File: config.mk
export PLATFORM = sky130hd
export DESIGN_NAME = prog_loader_ctrl
export DESIGN_NICKNAME = d
export VERILOG_FILES = /design/src/rtl/prog_loader_ctrl.sv
export SDC_FILE = /design/constraint.sdc
export NUM_CORES = 1
export LEC_CHECK = 0
export CAP_MARGIN = 20
export CELL_PAD_IN_SITES_DETAIL_PLACEMENT = 0
export CELL_PAD_IN_SITES_GLOBAL_PLACEMENT = 2
export CORE_ASPECT_RATIO = 0.8
export CORE_UTILIZATION = 33
export CTS_CLUSTER_SIZE = 8
export DETAILED_ROUTE_END_ITERATION = 10
export MAX_ROUTING_LAYER = met4
export PLACE_DENSITY_LB_ADDON = 0.12
export SLEW_MARGIN = 40
export SYNTH_ARGS = -nofsm -noshare
export SYNTH_HDL_FRONTEND = slang
export SYNTH_SLANG_ARGS = --single-unit
export TNS_END_PERCENT = 50
File: constraint.sdc
create_clock -name clk -period 5.75 [get_ports clk]
set_clock_uncertainty 0.2 [all_clocks]
set_input_delay 0.8625 -clock clk [delete_from_list [all_inputs] [get_ports clk]]
set_output_delay 0.8625 -clock clk [all_outputs]
set_load 0.02 [all_outputs]
File: src/rtl/prog_loader_ctrl.sv
// prog_loader_ctrl
//   Boot/run sequencer for the single-cycle RISC-V datapath. A host streams
//   header and payload words over a valid/ready port. The controller writes
//   payloads into instruction or data memory and holds the core in reset
//   while it loads. A RUN header releases the core. The controller then
//   declares the program finished when it sees HALT_WORD fetched at an
//   unchanged PC for HALT_CYCLES consecutive cycles.
//
//   Header word: [31:30] target (00 IMEM, 01 DMEM, 10 RUN, 11 reserved),
//                [29:16] start word index, [15:0] word count.
//
// Ports
//   clk, rst                  clock, asynchronous active-low reset
//   cmd_valid/ready/data      host word stream
//   imem_we/waddr/wdata       instruction memory write port (registered)
//   dmem_we/waddr/wdata       data memory write port (registered)
//   core_rst_n                datapath reset, active-low
//   core_pc, core_instr       datapath fetch observation
//   busy, halted, err         status (err is sticky until rst)
//   cycle_count               core cycles executed since the last RUN
module prog_loader_ctrl #(
    parameter int          IMEM_DEPTH  = 64,
    parameter int          DMEM_DEPTH  = 64,
    parameter logic [31:0] HALT_WORD   = 32'h0000006f,
    parameter int          HALT_CYCLES = 2
) (
    input  logic                          clk,
    input  logic                          rst,
    input  logic                          cmd_valid,
    output logic                          cmd_ready,
    input  logic [31:0]                   cmd_data,
    output logic                          imem_we,
    output logic [$clog2(IMEM_DEPTH)-1:0] imem_waddr,
    output logic [31:0]                   imem_wdata,
    output logic                          dmem_we,
    output logic [$clog2(DMEM_DEPTH)-1:0] dmem_waddr,
    output logic [31:0]                   dmem_wdata,
    output logic                          core_rst_n,
    input  logic [31:0]                   core_pc,
    input  logic [31:0]                   core_instr,
    output logic                          busy,
    output logic                          halted,
    output logic                          err,
    output logic [31:0]                   cycle_count
);

    localparam int IAW = $clog2(IMEM_DEPTH);
    localparam int DAW = $clog2(DMEM_DEPTH);
    localparam int AW  = (IAW > DAW) ? IAW : DAW;
    localparam int HCW = $clog2(HALT_CYCLES + 1);
    localparam logic [16:0] IMEM_LIM = 17'(IMEM_DEPTH);
    localparam logic [16:0] DMEM_LIM = 17'(DMEM_DEPTH);
    localparam logic [HCW-1:0] HALT_LAST = HCW'(HALT_CYCLES - 1);

    typedef enum logic [2:0] {
        S_IDLE,
        S_LOAD,
        S_RUN,
        S_HALTED,
        S_ERR
    } state_t;

    state_t           state;
    logic             load_dmem;
    logic [AW-1:0]    ptr;
    logic [15:0]      remaining;
    logic [31:0]      prev_pc;
    logic             pc_valid;
    logic [HCW-1:0]   halt_cnt;

    logic             accept;
    logic [1:0]       hdr_tgt;
    logic [13:0]      hdr_s;
    logic [15:0]      hdr_n;
    logic [16:0]      hdr_end;
    logic             hdr_oob;
    logic             pc_stable;

    assign accept  = cmd_valid & cmd_ready;
    assign hdr_tgt = cmd_data[31:30];
    assign hdr_s   = cmd_data[29:16];
    assign hdr_n   = cmd_data[15:0];
    // 17-bit sum so that a large start plus a large count cannot wrap into range
    assign hdr_end = {3'b000, hdr_s} + {1'b0, hdr_n};
    assign hdr_oob = hdr_end > (hdr_tgt[0] ? DMEM_LIM : IMEM_LIM);

    // The first RUN cycle has no previous PC to compare against
    assign pc_stable = pc_valid && (core_pc == prev_pc) && (core_instr == HALT_WORD);

    always_ff @(posedge clk or negedge rst) begin
        if (!rst) begin
            state       <= S_IDLE;
            cmd_ready   <= 1'b0;
            imem_we     <= 1'b0;
            imem_waddr  <= '0;
            imem_wdata  <= '0;
            dmem_we     <= 1'b0;
            dmem_waddr  <= '0;
            dmem_wdata  <= '0;
            core_rst_n  <= 1'b0;
            busy        <= 1'b0;
            halted      <= 1'b0;
            err         <= 1'b0;
            cycle_count <= '0;
            load_dmem   <= 1'b0;
            ptr         <= '0;
            remaining   <= '0;
            prev_pc     <= '0;
            pc_valid    <= 1'b0;
            halt_cnt    <= '0;
        end else begin
            imem_we <= 1'b0;
            dmem_we <= 1'b0;
            case (state)
                S_IDLE, S_HALTED: begin
                    cmd_ready <= 1'b1;
                    if (accept) begin
                        if (hdr_tgt == 2'b10) begin
                            state       <= S_RUN;
                            cmd_ready   <= 1'b0;
                            halted      <= 1'b0;
                            cycle_count <= '0;
                            halt_cnt    <= '0;
                            pc_valid    <= 1'b0;
                            // From HALTED the core gets a one-cycle reset pulse
                            core_rst_n  <= (state == S_IDLE);
                        end else begin
                            halted     <= 1'b0;
                            core_rst_n <= 1'b0;
                            if (hdr_tgt == 2'b11) begin
                                state     <= S_ERR;
                                err       <= 1'b1;
                                cmd_ready <= 1'b0;
                            end else if (hdr_n == 16'd0) begin
                                state <= S_IDLE;
                            end else if (hdr_oob) begin
                                state     <= S_ERR;
                                err       <= 1'b1;
                                cmd_ready <= 1'b0;
                            end else begin
                                state     <= S_LOAD;
                                busy      <= 1'b1;
                                load_dmem <= hdr_tgt[0];
                                ptr       <= hdr_s[AW-1:0];
                                remaining <= hdr_n;
                            end
                        end
                    end
                end
                S_LOAD: begin
                    if (accept) begin
                        if (load_dmem) begin
                            dmem_we    <= 1'b1;
                            dmem_waddr <= ptr[DAW-1:0];
                            dmem_wdata <= cmd_data;
                        end else begin
                            imem_we    <= 1'b1;
                            imem_waddr <= ptr[IAW-1:0];
                            imem_wdata <= cmd_data;
                        end
                        ptr       <= ptr + AW'(1);
                        remaining <= remaining - 16'd1;
                        if (remaining == 16'd1) begin
                            state <= S_IDLE;
                            busy  <= 1'b0;
                        end
                    end
                end
                S_RUN: begin
                    core_rst_n  <= 1'b1;
                    cycle_count <= cycle_count + 32'd1;
                    prev_pc     <= core_pc;
                    pc_valid    <= 1'b1;
                    if (pc_stable) begin
                        halt_cnt <= halt_cnt + HCW'(1);
                        if (halt_cnt == HALT_LAST) begin
                            state     <= S_HALTED;
                            halted    <= 1'b1;
                            cmd_ready <= 1'b1;
                        end
                    end else begin
                        halt_cnt <= '0;
                    end
                end
                S_ERR: begin
                    cmd_ready  <= 1'b0;
                    core_rst_n <= 1'b0;
                end
                default: state <= S_ERR;
            endcase
        end
    end

endmodule

==> flow_summary.json <==
{
  "critPathLaunchType": "primary input",
  "initial_core_util_pct": 34.1,
  "async_reset_ff_share_pct": 100,
  "slew_viol_final": 0,
  "clkPwrFrac_pct": 43.8,
  "cp_slowest_cell": "clkdlybuf4s50_1",
  "grt_pass1_wl_mm": 43.5,
  "synth_commonest_cells": "dfrtp_1 (176), nand2_1 (161), o21ai_0 (80), mux2_2 (78), nor2_1 (69)",
  "arrival_ps": 4520,
  "utilization_pct": 46.0,
  "layout_min_cycle_time_ps": 4400,
  "antenna_left": 0,
  "whs_ps": 194,
  "finalCritPeriodShare_pct": 76.6,
  "routed_via_density": 5.14,
  "synth_top_area_share_pct": 48.4,
  "synthFlopType": "dfrtp_1",
  "place.port_buffers": 213,
  "num_rows": 53,
  "first_pass_iters": 6,
  "critPathLaunch": "cmd_data[0]",
  "relSlewSlack_pct": 55.8,
  "pwr-share-seq_pct": 46.6,
  "ir_drop_v": 0.000175,
  "wl_mm": 27.2,
  "ys.warnings.count": 0,
  "fin_ws_ps": 1350,
  "cp-end-kind": "flop",
  "fin_tns_setup_ps": 0,
  "clock_insertion_delay_worst_skew_ps": 440,
  "antenna_found_initial": 1,
  "drc": 0,
  "yosysMostFrequentCell": "dfrtp_1",
  "worst-setup-path-type": "in -> reg",
  "numClockSinks": 176,
  "syn_avg_cell_area_um2": 9.82,
  "worstPathMaxFanout": 18,
  "cts_buffers": 17,
  "io_pins": 214,
  "synthesis.area_um2": 9100,
  "synthCells": 926,
  "clock.fmax_mhz": 227,
  "synth_cell_types": 67,
  "outcome": "complete, no violations",
  "die_area_um2": 28200,
  "wl_per_cell_um": 18.1,
  "dp_hpwl_mm": 19.1,
  "p_int_mw": 1.98,
  "ctsResizeCount": 0,
  "fillers": 2564,
  "drv_cap": 0,
  "fin_nets": 1249,
  "crit-reg2reg-launch": "cycle_count[10]",
  "placed_cells": 1468,
  "die_x_um": 188,
  "first_global_vias": 7513,
  "grt-ovfl-total": 0,
  "cts_tree": "built",
  "hold_viol": 0,
  "core_area_um2": 26700,
  "grt_max_degree": 114,
  "syn-num-nets": 1045,
  "comb_power_share_pct": 9.6,
  "drive_gt1_share_pct": 12.3,
  "power_leakage_nw": 5.30,
  "hold_buffers": 0,
  "hold_class": "in -> async",
  "synth_edf_count": 0,
  "place_ws_ps": 903,
  "synth_seq_cells": 176,
  "crit_chain": "clkdlybuf4s50_1 > ha_1 > fa_1 > a21o_1 > a221oi_4 > nor3_1 > o31ai_1 > a211oi_4 > nand4_1 > nor3_2 > o21bai_4 > mux2_2",
  "netlist_top_cells_area": "dfrtp_1 (48%), mux2_2 (9.7%), nand2_1 (6.6%)",
  "root_buffer": "clkbuf_16",
  "setup_viol": 0,
  "fp.dieH_um": 150,
  "drtIter0Drc": 413,
  "postCtsSetupRepairBufs": 0,
  "power_density_nw_per_um2": 217,
  "critPathRequiredTime_ps": 5870,
  "p_sw_share_pct": 25.3,
  "p_sw_uw": 672,
  "ctsHtreeMaxLevel": 4,
  "worst_pin_slew_ps": 653,
  "slowest_delay_ps": 550,
  "track_usage_pct": 20.5,
  "vias": 7714,
  "place_congestion": 0.893,
  "area_growth_pct": 34.7,
  "grt_setup_unrepaired": "no",
  "clk_pin_slew_ps": 70,
  "fin_cells": 1500,
  "cts_buffer_depth": 2,
  "synth_seq_area_share_pct": 48.4,
  "synth_top_area_cell": "dfrtp_1"
}
[sequential cells by signal, summed over array words and instances (netlist names), 3 cells and up]
signal	flops
cycle_count	32
dmem_wdata	32
imem_wdata	32
prev_pc	32
remaining	16
dmem_waddr	6
imem_waddr	6
ptr	6
state	3
[power groups by stage]
stage	combinational, mW	clock (mW)	sequential [mW]
2_1_floorplan	0.109	0	1.26
3_3_place_gp	0.258	0	1.26
3_5_place_dp	0.255	0	1.26
4_1_cts	0.257	1.20	1.24
5_1_grt	0.280	1.25	1.24
6_report	0.254	1.16	1.24
[critical path: cells and delay by family]
family / cells / cell delay [ps]
mux: 1 / 390
fa+ha+maj: 2 / 740
simple gates: 3 / 360
compound gates: 5 / 1610
buf+inv: 1 / 550
[routing by layer]
layer	track usage (%)	vias to the layer above	share of wire (%)
met3	5.22	19	6.5
met1	30.3	3737	52
li1	-	3759	-
met4	4.88	0	0.90
met5	-	-	0
met2	27.4	199	40
[metrics by stage]
| stage | area [um2] | total power, mW |
|---|---|---|
| after detailed placement | 11700 | 1.52 |
| final | 12300 | 2.65 |
| after global routing | 12300 | 2.77 |
| after CTS | 12200 | 2.69 |
| after global placement | 11700 | 1.52 |
| after floorplan | 9100 | 1.37 |
[cell type report]
type / count / area, um2 / share of cell area, %
Inverter: 13 / 48.8 / 0.398
Timing Repair Buffer: 223 / 2250 / 18.3
Multi-Input combinational cell: 699 / 4530 / 36.9
Clock inverter: 12 / 124 / 1.01
Sequential cell: 176 / 4400 / 35.9
Tap cell: 357 / 447 / 3.65
Clock buffer: 19 / 453 / 3.70
Antenna cell: 1 / 2.50 / 0.0204
[worst paths after layout]
path                              endpoint  cells past startpoint  slack [ps]
setup / recovery              remaining[6]                     12        1350
hold / removal              dmem_wdata[13]                      1         190
setup reg to reg           cycle_count[31]                      9        2600
hold reg to reg                        err                      1         290
max in group asynchronous    dmem_waddr[1]                      2        4320
min in group clk                       err                      1         290
[placed cells by master, fill, tap and decap left out, drive strengths merged, types with 19 or more instances in the layout]
master         count
a21oi             37
clkdlybuf4s50    212
nor2              70
nor3              27
mux2              80
xnor2             32
nand2            161
dfrtp            176
o21ai             82
nand4             20
ha                19
clkbuf            20
[cells by family after synthesis]
kind of cell,synth area share [%]
adder cells (fa/ha/maj),2.83
AND/OR/NAND/NOR,18.1
flip-flops,48.4
buffers and inverters,2.26
AO/OA/AOI/OAI,14.4
XOR/XNOR,3.74
multiplexers,10.2
No activity file was read; power rests on OpenSTA's default activity.
